`src/rtl/bool_pkg.sv`:
```
// Shared definitions for the dual-form boolean evaluator.
// Op codes, self-test states and counter width default.
package bool_pkg;

  localparam int ERR_W_DEF = 16;

  localparam logic [2:0] OP_NAND_NC = 3'd0;
  localparam logic [2:0] OP_NOR_OC  = 3'd1;
  localparam logic [2:0] OP_XOR3    = 3'd2;
  localparam logic [2:0] OP_MAJ     = 3'd3;

  typedef enum logic [1:0] {
    ST_IDLE,
    ST_SWEEP,
    ST_DONE
  } st_e;

endpackage

```
`src/rtl/bool_dual_core.sv`:
```
// Combinational evaluator: each op computed in direct form (d)
// and in its De Morgan dual form (e); e[0] optionally inverted.
module bool_dual_core
  import bool_pkg::*;
#(
  parameter int WIDTH = 4
) (
  input  logic [2:0]       op,
  input  logic [WIDTH-1:0] a,
  input  logic [WIDTH-1:0] b,
  input  logic [WIDTH-1:0] c,
  input  logic             fault_inj,
  output logic [WIDTH-1:0] d,
  output logic [WIDTH-1:0] e
);

  logic [WIDTH-1:0] e_raw;

  always_comb begin
    d     = '0;
    e_raw = '0;
    unique case (op)
      OP_NAND_NC: begin
        d     = (~a | ~b) & ~c;
        e_raw = ~((a & b) | c);
      end
      OP_NOR_OC: begin
        d     = (~a & ~b) | c;
        e_raw = ~((a | b) & ~c);
      end
      OP_XOR3: begin
        d     = a ^ b ^ c;
        e_raw = ~(~a ^ b ^ c);
      end
      OP_MAJ: begin
        d     = (a & b) | (a & c) | (b & c);
        e_raw = ~((~a | ~b) & (~a | ~c) & (~b | ~c));
      end
      default: begin
        d     = '0;
        e_raw = '0;
      end
    endcase
    e    = e_raw;
    e[0] = e_raw[0] ^ fault_inj;
  end

endmodule

```
`src/rtl/bool_dual_eval.sv`:
```
// Registered dual-form evaluator with valid/ready handshake and
// an exhaustive self-test sweep counting form mismatches.
module bool_dual_eval
  import bool_pkg::*;
#(
  parameter int WIDTH = 4,
  parameter int ERR_W = ERR_W_DEF
) (
  input  logic             clk,
  input  logic             rst,
  input  logic             in_valid,
  output logic             in_ready,
  input  logic [2:0]       op,
  input  logic [WIDTH-1:0] a,
  input  logic [WIDTH-1:0] b,
  input  logic [WIDTH-1:0] c,
  input  logic             fault_inj,
  output logic             out_valid,
  input  logic             out_ready,
  output logic [WIDTH-1:0] d,
  output logic [WIDTH-1:0] e,
  output logic             mis,
  input  logic             st_start,
  output logic             st_busy,
  output logic             st_done,
  output logic             st_pass,
  output logic [ERR_W-1:0] err_count
);

  localparam int VW = 2 + 3 * WIDTH;

  st_e              st_q, st_d;
  logic [VW-1:0]    vec_q, vec_d;
  logic [ERR_W-1:0] err_q, err_d;
  logic             pass_q, pass_d;
  logic             ov_q;
  logic [WIDTH-1:0] d_q, e_q;
  logic             mis_q;

  logic [WIDTH-1:0] nd, ne, sd, se;
  logic             xfer;

  bool_dual_core #(.WIDTH(WIDTH)) u_norm (
    .op        (op),
    .a         (a),
    .b         (b),
    .c         (c),
    .fault_inj (fault_inj),
    .d         (nd),
    .e         (ne)
  );

  // Sweep vector layout: {op[1:0], a, b, c}, c in the LSBs
  bool_dual_core #(.WIDTH(WIDTH)) u_sweep (
    .op        ({1'b0, vec_q[VW-1 -: 2]}),
    .a         (vec_q[3*WIDTH-1 -: WIDTH]),
    .b         (vec_q[2*WIDTH-1 -: WIDTH]),
    .c         (vec_q[WIDTH-1:0]),
    .fault_inj (fault_inj),
    .d         (sd),
    .e         (se)
  );

  assign in_ready  = (st_q == ST_IDLE) & (~ov_q | out_ready);
  assign xfer      = in_valid & in_ready;
  assign out_valid = ov_q;
  assign d         = d_q;
  assign e         = e_q;
  assign mis       = mis_q;
  assign st_busy   = (st_q == ST_SWEEP);
  assign st_done   = (st_q == ST_DONE);
  assign st_pass   = pass_q;
  assign err_count = err_q;

  always_comb begin
    st_d   = st_q;
    vec_d  = vec_q;
    err_d  = err_q;
    pass_d = pass_q;
    unique case (st_q)
      ST_IDLE: begin
        if (st_start && !ov_q) begin
          st_d   = ST_SWEEP;
          vec_d  = '0;
          err_d  = '0;
          pass_d = 1'b0;
        end
      end
      ST_SWEEP: begin
        if ((sd != se) && (err_q != '1)) err_d = err_q + ERR_W'(1);
        vec_d = vec_q + VW'(1);
        // Verdict lands with the DONE pulse, so compute it from err_d
        if (vec_q == '1) begin
          st_d   = ST_DONE;
          pass_d = (err_d == '0);
        end
      end
      ST_DONE: st_d = ST_IDLE;
      default: st_d = ST_IDLE;
    endcase
  end

  always_ff @(posedge clk) begin
    if (rst) begin
      st_q   <= ST_IDLE;
      vec_q  <= '0;
      err_q  <= '0;
      pass_q <= 1'b0;
      ov_q   <= 1'b0;
      d_q    <= '0;
      e_q    <= '0;
      mis_q  <= 1'b0;
    end else begin
      st_q   <= st_d;
      vec_q  <= vec_d;
      err_q  <= err_d;
      pass_q <= pass_d;
      ov_q   <= xfer | (ov_q & ~out_ready);
      if (xfer) begin
        d_q   <= nd;
        e_q   <= ne;
        mis_q <= |(nd ^ ne);
      end
    end
  end

endmodule

```
`config.mk`:
```
export PLATFORM = sky130hd
export DESIGN_NAME = bool_dual_eval
export DESIGN_NICKNAME = d
export VERILOG_FILES = /design/src/rtl/bool_pkg.sv /design/src/rtl/bool_dual_core.sv /design/src/rtl/bool_dual_eval.sv
export SDC_FILE = /design/constraint.sdc
export NUM_CORES = 1
export LEC_CHECK = 0
export ABC_AREA = 1
export BUFFER_PORTS_ARGS = -buffer_cell sky130_fd_sc_hd__buf_2
export CELL_PAD_IN_SITES_DETAIL_PLACEMENT = 0
export CELL_PAD_IN_SITES_GLOBAL_PLACEMENT = 1
export CORE_ASPECT_RATIO = 2
export CORE_MARGIN = 3
export CORE_UTILIZATION = 42
export DETAILED_ROUTE_END_ITERATION = 8
export PLACE_DENSITY = 0.87
export SYNTH_ARGS = -nofsm -noshare
export SYNTH_HDL_FRONTEND = slang
export SYNTH_SLANG_ARGS = --single-unit
```
`constraint.sdc`:
```
create_clock -name clk -period 3.2 [get_ports clk]
set_input_delay 0.32 -clock clk [delete_from_list [all_inputs] [get_ports clk]]
set_output_delay 0.32 -clock clk [all_outputs]
set_load 0.01 [all_outputs]
```
==> reports/results.txt <==
Ant diodes = 0
First-pass GRT wire length = 12.4 mm
Average wire per standard cell = 13.3 um
GPL Wtd Cong = 0.914
Max incr delay on CP = 0.41 ns
Final Hold Viols = 0
Filler cells = 690
Cell Rows = 41
Initial DRC Count = 155
Max Clock Freq = 481 MHz
Register area = 821 sq um
Max Root-Sink Buffers = 2
Ranking of synthesized cells by area = dfxtp_1 30%, nand2_1 18%, inv_1 7.6%
Starting density of the core = 43.3%
CP most frequent cell = nor2_1
Max-cap viol count = 0
Number of routed nets with antenna violations = 0
Die H = 120 um
RSZ-0062 raised after global routing = false
Post-CTS setup buffers = 0
Slowest CP cell = nor2_2
Yosys top cell area share = 30.1%
Final TNS setup = 0 ns
Min Tclk post-route = 2.08 ns
Multi-input gate area = 0.00163 sq mm
CP Capture Type = flop
Worst vdd rail ir drop = 0.339 mV
Status = finished, final reports clean
Mapped Nets = 462
Post-cts sizing count = 0
GR Overflow Total = 0
Arr. time, crit path = 2.31 ns
Worst endpoint required time = 3.43 ns
Warnings from Yosys = 0
PwrDens = 419 mW/mm^2
Die Width = 63.0 um
Vias in the first global route = 2826
Mean post-synth cell area = 6.40 sq um
CTS Hold Bufs = 0
CTS H-tree lvls = 2
# clock sinks = 41
Net count, final = 507
Sequential fraction of the synthesis area = 30.1%
Worst hold path class = input pin to flop
Placed Area = 0.00303 sq mm
Clk_skew = 0.00776 ns
Placed wire-length estimate = 5.85 mm
CTS root buf = clkbuf_16
Latest clock arrival within the worst-skew pair = 0.29 ns
Library cells used by synthesis = 33
DRT Wirelength = 7.42 mm
Pin count of the biggest net entering global routing = 37
Final period utilization = 65.0%
Clk slew on worst S/H paths = 0.06 ns
Mapped Cells = 427
Vias post-DR = 2813
Cell Chain, Critical Path = ha_1 > nand3_2 > inv_2 > nand2_2 > nor2_2 > nor2_2 > nor2_1 > nor2_1 > nand3_1 > nor2_1 > nand3_1 > a21oi_2
Worst slew pin tran = 0.685 ns
Pins Over Slew Limit = 0
Fraction of layout cells with a size suffix above 1 = 17.5%
Post-synthesis cell area = 0.00273 sq mm
Core area = 0.00631 sq mm
FF+latch count, synth = 41
CTS tree = yes
Leakage = 1.44 nW
PortBufs = 50
Critical Path Source Type = flop
GRT Total Usage = 20.8%
Die ar. = 0.00757 sq mm
Final setup fails = 0
IO Count = 51
Crit Path Class = flop to flop
DR pass1 iterations = 4
Critical path peak fanout = 12
Final instance area = 0.00322 sq mm
DRC = 0
Yosys top cell by area = dfxtp_1
Slew HR = 54.3%
Antenna violations before repair = 0
TritonCTS Buffers = 5
DR vias/cell = 5.03
Area grow syn2layout = 17.8%
flip-flops by register name, indices dropped and copies added, names as in the netlist:
name,count
d,4
e,2
err_count,16
mis,1
out_valid,1
st_pass,1
st_q,2
vec_q,14
synth_stat cells:
master / n
a31oi_1: 1
and3_1: 1
xnor2_1: 2
fa_1: 4
buf_4: 3
nand2_2: 9
buf_2: 2
o22ai_1: 2
a211oi_1: 2
nand2_1: 129
nand3_1: 20
nand3_2: 1
nor3_1: 8
nand4_1: 12
nor2_4: 3
nand2_4: 1
clkbuf_1: 7
inv_2: 1
a21oi_1: 31
ha_1: 10
buf_6: 1
o311a_1: 1
o21ai_0: 12
dfxtp_1: 41
nor2_1: 48
inv_1: 55
a221oi_1: 3
a21oi_2: 1
a22oi_1: 3
a311oi_1: 1
nor2_2: 7
or2_2: 1
xor2_1: 4
cells by family after synthesis:
logic type	after synthesis	share of synthesized area, %
buffers and inverters	69	10.3
AND/OR/NAND/NOR	240	38.3
flip-flops	41	30.1
XOR/XNOR	6	1.92
adder cells (fa/ha/maj)	14	7.51
AO/OA/AOI/OAI	57	11.9
layout by cell type, fill, tap and decap left out, types with 3 or more instances in the layout:
master and n:
a221oi_1 3, a21oi_1 31, xor2_1 4, nand3_1 20, o21ai_0 12, fa_1 4
a22oi_1 3, nand2_1 129, inv_1 55, nor2_1 48, nand2_2 9, clkbuf_16 5
nand4_1 12, dfxtp_1 41, nor3_1 8, ha_1 10, buf_2 50, nor2_4 3
nor2_2 7
worst paths after layout:
path | cells after the start | slack, ns | from | end
worst max-delay path | 12 | 1.12 | err_count[0] | st_pass
worst min-delay path | 4 | 0.34 | out_ready | out_valid
worst max register to register | 12 | 1.12 | err_count[0] | st_pass
worst min register to register | 2 | 0.46 | d[0] | d[0]
per-layer routing:
metal / vias to the layer above / GRT usage [%] / part of all wire, %
li1: 1447 / - / -
met1: 1276 / 18.3 / 34
met2: 69 / 41.4 / 57
met3: 21 / 3.28 / 4.3
met4: 0 / 13.4 / 4.6
met5: - / 0 / 0
through the flow:
stage                     total power, W  cells  util, %  hold WS [ns]  setup WS (ns)
final                            0.00135    559     51.0         0.342           1.12
after global routing             0.00140    559     51.0         0.378          0.896
after CTS                        0.00137    559     51.0         0.339           1.09
after global placement          0.000700    551     48.0         0.455           1.22
after detailed placement        0.000705    551     48.0         0.457           1.13
after floorplan                 0.000645    427        -         0.437           1.47
worst max-delay path: cells and delay by family, from the launching register on:
family	cells	cell delay, ns
fa+ha+maj	1	0.26
compound gates	1	0.14
simple gates	9	1.22
buf+inv	1	0.05
flops	1	0.35
layout make-up:
| class | instances | area share (%) |
|---|---|---|
| Multi-Input combinational cell | 317 | 50.7 |
| Timing Repair Buffer | 51 | 8.01 |
| Clock buffer | 5 | 3.89 |
| Tap cell | 86 | 3.34 |
| Sequential cell | 41 | 25.5 |
| Inverter | 56 | 6.53 |
| Clock inverter | 3 | 2.02 |
where the power goes:
part | leakage [nW] | switching [W] | internal [W]
Clock | 0.0938 | 0.000213 | 0.000446
Combinational | 1.01 | 0.000105 | 0.0000509
Sequential | 0.332 | 0.0000113 | 0.000524
Total | 1.44 | 0.000329 | 0.00102
No activity file was read; power rests on OpenSTA's default activity.
